**src/rtl/fr_normalize.sv**
```systemverilog
// Post-adder normalization and IEEE-754 single-precision packing stage.
// Aligns the operand exponent with the adder result, normalizes by leading-zero count and packs with flags.
module fr_normalize #(
  parameter int ADDER_LAT = 8
) (
  input  logic        clock,
  input  logic        resetn,
  input  logic        in_valid,
  input  logic [7:0]  in_exp,
  input  logic [23:0] in_sum,
  input  logic        in_ovf,
  input  logic        in_sign,
  output logic        out_valid,
  output logic [31:0] out_fp,
  output logic        out_overflow,
  output logic        out_underflow,
  output logic        out_zero
);

  function automatic logic [4:0] lzc24(input logic [23:0] v);
    logic [4:0] n;
    logic       found;
    n     = 5'd24;
    found = 1'b0;
    for (int i = 23; i >= 0; i--) begin
      if (!found && v[i]) begin
        n     = 5'(23 - i);
        found = 1'b1;
      end
    end
    return n;
  endfunction

  logic [ADDER_LAT-1:0] dl_valid_r;
  logic [7:0]           dl_exp_r [ADDER_LAT];

  logic        n1_valid_r, n1_ovf_r, n1_sign_r;
  logic [7:0]  n1_exp_r;
  logic [23:0] n1_sum_r;
  logic [4:0]  lzc_s;

  logic              n2_valid_r, n2_zero_r, n2_sign_r;
  logic signed [9:0] n2_e_r;
  logic [22:0]       n2_frac_r;
  logic              zero_s;
  logic signed [9:0] e_s;
  logic [22:0]       frac_s;

  logic [31:0] pack_fp_s;
  logic        pack_ovf_s, pack_unf_s, pack_zero_s;

  // Exponent/valid delay line matching the adder latency
  always_ff @(posedge clock or negedge resetn) begin
    if (!resetn) begin
      dl_valid_r <= '0;
      for (int k = 0; k < ADDER_LAT; k++) dl_exp_r[k] <= 8'd0;
    end else begin
      dl_valid_r  <= {dl_valid_r[ADDER_LAT-2:0], in_valid};
      dl_exp_r[0] <= in_exp;
      for (int k = 1; k < ADDER_LAT; k++) dl_exp_r[k] <= dl_exp_r[k-1];
    end
  end

  // N1: capture adder result in the aligned cycle
  always_ff @(posedge clock or negedge resetn) begin
    if (!resetn) begin
      n1_valid_r <= 1'b0;
      n1_ovf_r   <= 1'b0;
      n1_sign_r  <= 1'b0;
      n1_exp_r   <= 8'd0;
      n1_sum_r   <= 24'd0;
    end else begin
      n1_valid_r <= dl_valid_r[ADDER_LAT-1];
      n1_ovf_r   <= in_ovf;
      n1_sign_r  <= in_sign;
      n1_exp_r   <= dl_exp_r[ADDER_LAT-1];
      n1_sum_r   <= in_sum;
    end
  end

  // N2 combinational shift and exponent adjust; ovf with sum == 0 still takes the ovf path
  always_comb begin
    lzc_s  = lzc24(n1_sum_r);
    zero_s = 1'b0;
    e_s    = signed'({2'b00, n1_exp_r});
    frac_s = 23'd0;
    if (n1_ovf_r) begin
      e_s    = e_s + 10'sd1;
      frac_s = n1_sum_r[23:1];
    end else if (n1_sum_r == 24'd0) begin
      zero_s = 1'b1;
    end else begin
      e_s    = e_s - signed'({5'b00000, lzc_s});
      frac_s = n1_sum_r[22:0] << lzc_s;
    end
  end

  // N2 register
  always_ff @(posedge clock or negedge resetn) begin
    if (!resetn) begin
      n2_valid_r <= 1'b0;
      n2_zero_r  <= 1'b0;
      n2_sign_r  <= 1'b0;
      n2_e_r     <= 10'sd0;
      n2_frac_r  <= 23'd0;
    end else begin
      n2_valid_r <= n1_valid_r;
      n2_zero_r  <= zero_s;
      n2_sign_r  <= n1_sign_r;
      n2_e_r     <= e_s;
      n2_frac_r  <= frac_s;
    end
  end

  // N3 pack, zero taking priority over overflow over underflow
  always_comb begin
    pack_fp_s   = {n2_sign_r, n2_e_r[7:0], n2_frac_r};
    pack_ovf_s  = 1'b0;
    pack_unf_s  = 1'b0;
    pack_zero_s = 1'b0;
    if (n2_zero_r) begin
      pack_fp_s   = 32'h0000_0000;
      pack_zero_s = 1'b1;
    end else if (n2_e_r >= 10'sd255) begin
      pack_fp_s  = {n2_sign_r, 8'hFF, 23'd0};
      pack_ovf_s = 1'b1;
    end else if (n2_e_r <= 10'sd0) begin
      pack_fp_s  = {n2_sign_r, 31'd0};
      pack_unf_s = 1'b1;
    end else begin
      pack_fp_s = {n2_sign_r, n2_e_r[7:0], n2_frac_r};
    end
  end

  // Output register; word and flags hold while no result is valid
  always_ff @(posedge clock or negedge resetn) begin
    if (!resetn) begin
      out_valid     <= 1'b0;
      out_fp        <= 32'd0;
      out_overflow  <= 1'b0;
      out_underflow <= 1'b0;
      out_zero      <= 1'b0;
    end else begin
      out_valid <= n2_valid_r;
      if (n2_valid_r) begin
        out_fp        <= pack_fp_s;
        out_overflow  <= pack_ovf_s;
        out_underflow <= pack_unf_s;
        out_zero      <= pack_zero_s;
      end else begin
        out_fp        <= out_fp;
        out_overflow  <= out_overflow;
        out_underflow <= out_underflow;
        out_zero      <= out_zero;
      end
    end
  end

endmodule

```
**config.mk**
```make
export PLATFORM = sky130hd
export DESIGN_NAME = fr_normalize
export DESIGN_NICKNAME = d
export VERILOG_FILES = /design/src/rtl/fr_normalize.sv
export SDC_FILE = /design/constraint.sdc
export NUM_CORES = 1
export LEC_CHECK = 0
export BUFFER_PORTS_ARGS = -buffer_cell sky130_fd_sc_hd__buf_4
export CAP_MARGIN = 10
export CELL_PAD_IN_SITES_DETAIL_PLACEMENT = 1
export CELL_PAD_IN_SITES_GLOBAL_PLACEMENT = 1
export CORE_UTILIZATION = 43
export DETAILED_ROUTE_END_ITERATION = 10
export PLACE_DENSITY = 0.85
export SETUP_SLACK_MARGIN = 0.02
export SYNTH_ARGS = -nofsm -noshare
export SYNTH_HDL_FRONTEND = slang
export SYNTH_SLANG_ARGS = --single-unit
```
**constraint.sdc**
```tcl
create_clock -name clock -period 3.2 [get_ports clock]
set_input_delay 0.32 -clock clock [delete_from_list [all_inputs] [get_ports clock]]
set_output_delay 0.32 -clock clock [all_outputs]
set_load 0.02 [all_outputs]
```
After elaboration in Yosys (flattened, before gate mapping)

Index checks and enable logic that the tools add are counted.

Multiplexer cells: 62
Equal/unequal tests: 0
Div/mod/pow operators: 0
$lt $le $gt $ge: 2
Multiply operators: 0
$add $sub $neg: 2
Reduce and logical (&&, ||, !) cells: 47
Shift-type cells: 1
Bitwise operators: 0

Operator list:

| cell                  | number |
|---|---|
| $mux W5               | 24 |
| $mux W31              | 2 |
| $mux W23              | 2 |
| $mux W32              | 1 |
| $mux W1               | 31 |
| $logic_not A24 Y1     | 1 |
| $logic_and A1 B1 Y1   | 23 |
| $logic_not A1 Y1      | 23 |
| $shl A23 B5 Y23       | 1 |
| $mux W10              | 2 |
| $ge A10 B9 Y1 const B | 1 |
| $le A10 B1 Y1 const B | 1 |
| $add A8 B1 Y9 const B | 1 |
| $sub A8 B5 Y9         | 1 |

Bits in latches: 0
Memory bits (writable): 0
Output and inout port bits: 36
ROM bits: 0
Register bits: 179
Logic and storage cells: 138
Memories: 0

Longest topological paths before layout

Depth after elaboration: 73
Mapped depth: 18

Least setup slack after synthesis

OpenSTA, ideal clock, no wires.

Path type: reg2reg
Start: reg n1_sum_r[15]
End: reg n2_e_r[7]
Setup time: 0.123 ns
Data arrival time: 3.388 ns
Stages on the path, launching flop included: 19
Slack: -0.311 ns
Buffers on the path: 4
Path through: dfrtp_1 > buf_2 > nor4_1 > and4_1 > buf_6 > inv_4 > nor3_2 > or3_2 > inv_2 > buf_6 > buf_2 > ha_1 > a21o_1 > a21o_1 > a21o_1 > a221o_1 > nor4_1 > a31oi_1 > xnor2_1

Cells in the longest elaborated chain, start to end: 50
Elaborated cells between the ends (all ways): 66
Classes of those cells: add/sub: 1; mux: 33; reduce/logical: 32

RTL lines:

| what                   | line | RTL |
|---|---|---|
| start, declared        | 39   | `logic [23:0] n1_sum_r;` |
| start signal, assigned | 77   | `n1_sum_r <= in_sum;` |
| $logic_and A1 B1 Y1    | 26   | `if (!found && v[i]) begin` |
| $mux W1                | 26   |  |
| $logic_not A1 Y1       | 26   |  |
| $logic_and A1 B1 Y1    | 26   |  |
| $mux W1                | 26   |  |
| $logic_not A1 Y1       | 26   |  |
| $logic_and A1 B1 Y1    | 26   |  |
| $mux W1                | 26   |  |
| [... 35 more ...]      | -    |  |
| $mux W1                | 26   |  |
| $logic_not A1 Y1       | 26   |  |
| $logic_and A1 B1 Y1    | 26   |  |
| $mux W5                | 26   |  |
| $sub A8 B5 Y9          | 93   | `e_s = e_s - signed'({5'b00000, lzc_s});` |
| $mux W10 (*)           | 90   | `end else if (n1_sum_r == 24'd0) begin` |
| $mux W10 (*)           | 87   | `if (n1_ovf_r) begin` |
| named net e_s[7]       | 46   | `logic signed [9:0] e_s;` |
| end signal, assigned   | 110  | `n2_e_r <= e_s;` |
| end, declared          | 43   | `logic signed [9:0] n2_e_r;` |

The timed path passes the listed nets; every way through them passes the cells marked *.
A chain may end at the register's enable or synchronous reset.

Worst setup path after layout

Start: reg n1_sum_r[22]
End: reg n2_e_r[7]

Cells in the longest elaborated chain, start to end: 71
Elaborated cells between the ends (all ways): 94
Classes of those cells: add/sub: 1; mux: 47; reduce/logical: 46

RTL lines:

| what                | line |
|---|---|
| $logic_and A1 B1 Y1 | 26 |
| $mux W1             | 26 |
| $logic_not A1 Y1    | 26 |
| $logic_and A1 B1 Y1 | 26 |
| $mux W1             | 26 |
| $logic_not A1 Y1    | 26 |
| $logic_and A1 B1 Y1 | 26 |
| $mux W1             | 26 |
| [... 56 more ...]   | - |
| $mux W1             | 26 |
| $logic_not A1 Y1    | 26 |
| $logic_and A1 B1 Y1 | 26 |
| $mux W5             | 26 |
| $sub A8 B5 Y9       | 93 |
| $mux W10 (*)        | 90 |
| $mux W10 (*)        | 87 |
| named net e_s[7]    | 46 |

Marked as above.

==> flow_metrics.env <==
export IMPL_hold_viol=0
export IMPL_avgRoutedWirePerCell_um=21.1
export IMPL_path_cells="or4_4, nor2_4, buf_6, and4_1, or3_4, inv_4, ha_4, a21o_1, a21o_1, a21o_1, a221o_1, nor4_2, a31oi_1, xnor2_1"
export IMPL_viasPerCell=5.60
export IMPL_insertedDiodeCount=0
export IMPL_timing_rr_start="n1_sum_r[22]"
export IMPL_crit_path_max_incr_delay_ns=0.59
export IMPL_fin_crit_ns=3.19
export IMPL_ys_warn_count=0
export IMPL_synth_seq_cells=179
export IMPL_wl_met3_um=979
export IMPL_met1_length_um=8600
export IMPL_clock_fmax_ghz=0.314
export IMPL_hp_start="dl_exp_r[31]"
export IMPL_relSlewSlack_pct=44.2
export IMPL_hold_slack_ns=0.348
export IMPL_start_util_pct=44.3
export IMPL_skew_ns=0.0209
export IMPL_grt_pass1_wl_um=31300
export IMPL_cp_max_fo=3
export IMPL_worst_pin_slew_ns=0.837
export IMPL_regToRegSetupSlack_ns=0.01
export IMPL_clock_path_buffers=2
export IMPL_holdPathStages=0
export IMPL_final_max_slew_viol_count=0
export IMPL_fin_util_pct=57.9
export IMPL_die_area_mm2=0.0169
export IMPL_dp_slack_ns=-0.0798
export IMPL_grt_setup_unrepaired="yes"
export IMPL_num_io_pins=73
export IMPL_avgSynthCellArea_um2=12.4
export IMPL_netlist_area_mm2=0.00706
export IMPL_dp_hpwl_um=13800
export IMPL_synth_flop_cell="dfrtp_1"
export IMPL_maxCapViolCount=0
export IMPL_synth_nets=615
export IMPL_critPathArrivalTime_ns=3.50
export IMPL_grtUsageTotal_pct=25.3
export IMPL_layout_nets=769
export IMPL_endpoint_kind="flip-flop"
export IMPL_crit_top_cell="a21o_1"
export IMPL_grt_pass1_vias=5649
export IMPL_syn_to_final_growth_pct=30.7
export IMPL_numPortBuffers=72
export IMPL_rows=46
export IMPL_met2WireLength_um=10100
export IMPL_fp_dieW_um=130
export IMPL_pwr_density_cell_mw_per_mm2=572
export IMPL_cts_clk_slew_worst_paths_ns=0.07
export IMPL_cts_made_buffers=17
export IMPL_grt_max_degree=79
export IMPL_critPathLaunchType="flip-flop"
export IMPL_firstDrtPassIters=4
export IMPL_cpMaxStageDelayCell="or4_4"
export IMPL_drtIter0Drc=237
export IMPL_core_area_mm2=0.0159
export IMPL_synth_cells=571
export IMPL_min_to="dl_exp_r[23]"
export IMPL_cts_root_buf="clkbuf_16"
export IMPL_setup_worst_path_class="reg2reg"
export IMPL_setup_viol=0
export IMPL_antenna_found_initial=0
export IMPL_irDropWorstVdd_mv=0.411
export IMPL_synthArstFlopShare_pct=100
export IMPL_cts_htree_levels=4
export IMPL_status="complete, no violations"
export IMPL_reg2reg_depth=14
export IMPL_ant_nets=0
export IMPL_yosysSeqAreaShare_pct=63.5
export IMPL_crit_required_ns=3.51
export IMPL_holdCritPathClass="reg2reg"
export IMPL_ys_types=71
export IMPL_regToRegEndpoint="n2_e_r[7]"
export IMPL_period_share_pct=99.7
export IMPL_chipHeight_um=130
export IMPL_num_vias=5334
export IMPL_drc=0
export IMPL_drive_gt1_share_pct=27.3
export IMPL_fin_ws_ns=0.0111
export IMPL_fill_cells=1649
export IMPL_power_leakage_uw=0.00413
export IMPL_top_layer_used="met4"
export IMPL_cp_top_family="simple AND/OR/NAND/NOR gates"
export IMPL_routed_wl_um=20100
export IMPL_clkLatencyLatePin_ns=0.43
export IMPL_critPathBufInv=2
export IMPL_routabilityCongestion=0.922
export IMPL_cts_tree="built"
export IMPL_synth_edff_count=0
export IMPL_clkSinkCount=179
export IMPL_gr_total_overflow=0
## synthesized netlist by cell type, types with 5 or more instances
library cell,instances,area [um2]
dfrtp_1,179,4480
nand2_1,40,150
nor2_1,32,120
a22o_1,25,219
o21ai_0,25,125
a21oi_1,22,110
clkbuf_1,19,71.3
mux2i_1,15,150
a22oi_1,14,105
nor3_1,14,70.1
a221o_1,11,110
inv_1,10,37.5
nor4_1,10,62.6
a211oi_1,9,67.6
a21o_1,7,52.6
a31oi_1,7,43.8
buf_6,7,78.8
nand4_1,7,43.8
a221oi_1,6,52.6
buf_2,6,30.0
ha_1,6,75.1
nand3_1,6,30.0
o211ai_1,6,45.0
o221ai_1,6,52.6
xnor2_1,6,52.6
o22ai_1,5,31.3
## placed cells by master, fill, tap and decap left out, types with 4 or more instances in the layout
master	n
a211oi_1	8
a22o_1	25
o221ai_1	6
a221o_1	11
inv_8	4
o211ai_1	6
a221oi_1	6
dlygate4sd3_1	36
o22ai_1	5
buf_4	132
ha_1	4
o21ai_1	4
dfrtp_1	179
nor4_1	4
clkbuf_16	17
a21oi_1	22
inv_6	5
a21o_1	7
mux2i_1	15
nand2_1	40
nand4_1	7
nor2_1	32
a22oi_1	14
o31ai_1	4
nand3_1	6
o21ai_0	25
a31oi_1	7
nor3_1	12
xnor2_1	6
inv_1	9
## metal layers
metal / track usage, % / vias up
met1: 32.7 / 2727
met3: 5.58 / 33
li1: - / 2414
met2: 42.0 / 160
met4: 9.30 / 0
met5: 0 / -
## worst max path at each step
stage / to / start / slack, ns / depth (start not counted)
final: n2_e_r[7] / n1_sum_r[22] / 0.01 / 14
after global routing: n2_e_r[7] / n1_sum_r[6] / -0.13 / 13
after CTS: n2_e_r[8] / n1_sum_r[18] / 0.02 / 15
after detailed placement: n2_e_r[8] / n1_sum_r[19] / -0.08 / 15
after global placement: n2_e_r[8] / n1_sum_r[19] / 0.05 / 15
after floorplan: n2_e_r[8] / n1_sum_r[21] / -0.14 / 18
## state kept, by name, indices dropped and copies added, names as in the netlist, 8 cells and up
register and count:
dl_valid_r 8, n1_sum_r 24, dl_exp_r 64, n1_exp_r 8
n2_e_r 10, n2_frac_r 23, out_fp 32
## metrics by stage
step / std cells / power, uW / cell area [um2] / TNS, ns
detailed placement: 878 / 3280 / 8200 / -0.137
CTS: 950 / 5330 / 9180 / 0
floorplan: 571 / 2930 / 7170 / -0.415
finish: 953 / 5280 / 9230 / 0
global route: 953 / 5480 / 9230 / -0.490
global placement: 878 / 3240 / 8200 / 0
## final cells by class
class                           instances  area (um2)  share of cell area [%]
Inverter                               15        68.8                   0.746
Multi-Input combinational cell        341        2440                    26.5
Timing Repair Buffer                  171        1390                    15.1
Tap cell                              216         270                    2.93
Clock buffer                           18         429                    4.65
Sequential cell                       179        4480                    48.6
Clock inverter                         13         139                    1.51
## worst register-to-register path, stage by stage (launching register included)
cell	delay, ns
dfrtp_1	0.44
or4_4	0.59
nor2_4	0.15
buf_6	0.11
and4_1	0.17
or3_4	0.14
inv_4	0.05
ha_4	0.20
a21o_1	0.14
a21o_1	0.19
a21o_1	0.18
a221o_1	0.33
nor4_2	0.16
a31oi_1	0.09
xnor2_1	0.14
## cells by family (layout without fill, tap and decap cells)
group	after synthesis	in the layout	share of synthesized area, %
adders and majority gates	7	7	1.35
AOI/OAI and AO/OA	173	173	18.2
muxes	17	17	2.48
DFF	179	179	63.5
buffers and inverters	51	217	3.78
and+or+nand+nor	136	136	9.70
xor gates and xnor gates	8	8	0.993
## report_power, final
group | switching (uW) | total, uW | leakage (uW) | internal, uW
registers | 116 | 2550 | 0.00213 | 2430
logic | 413 | 748 | 0.00173 | 335
clock network | 889 | 1980 | 0.000270 | 1100
total | 1420 | 5280 | 0.00413 | 3860
## what timing repair did
| item | 4_1_cts | 5_1_grt |
|---|---|---|
| pin swaps | 6 | 2 |
| hold endpoints to repair | 85 | 0 |
| gates resized for setup | 4 | 5 |
| setup endpoints to repair | 4 | 12 |
| setup buffers | 5 | 3 |
| hold buffers | 36 | 0 |
Power figures use the tool's default switching activity.
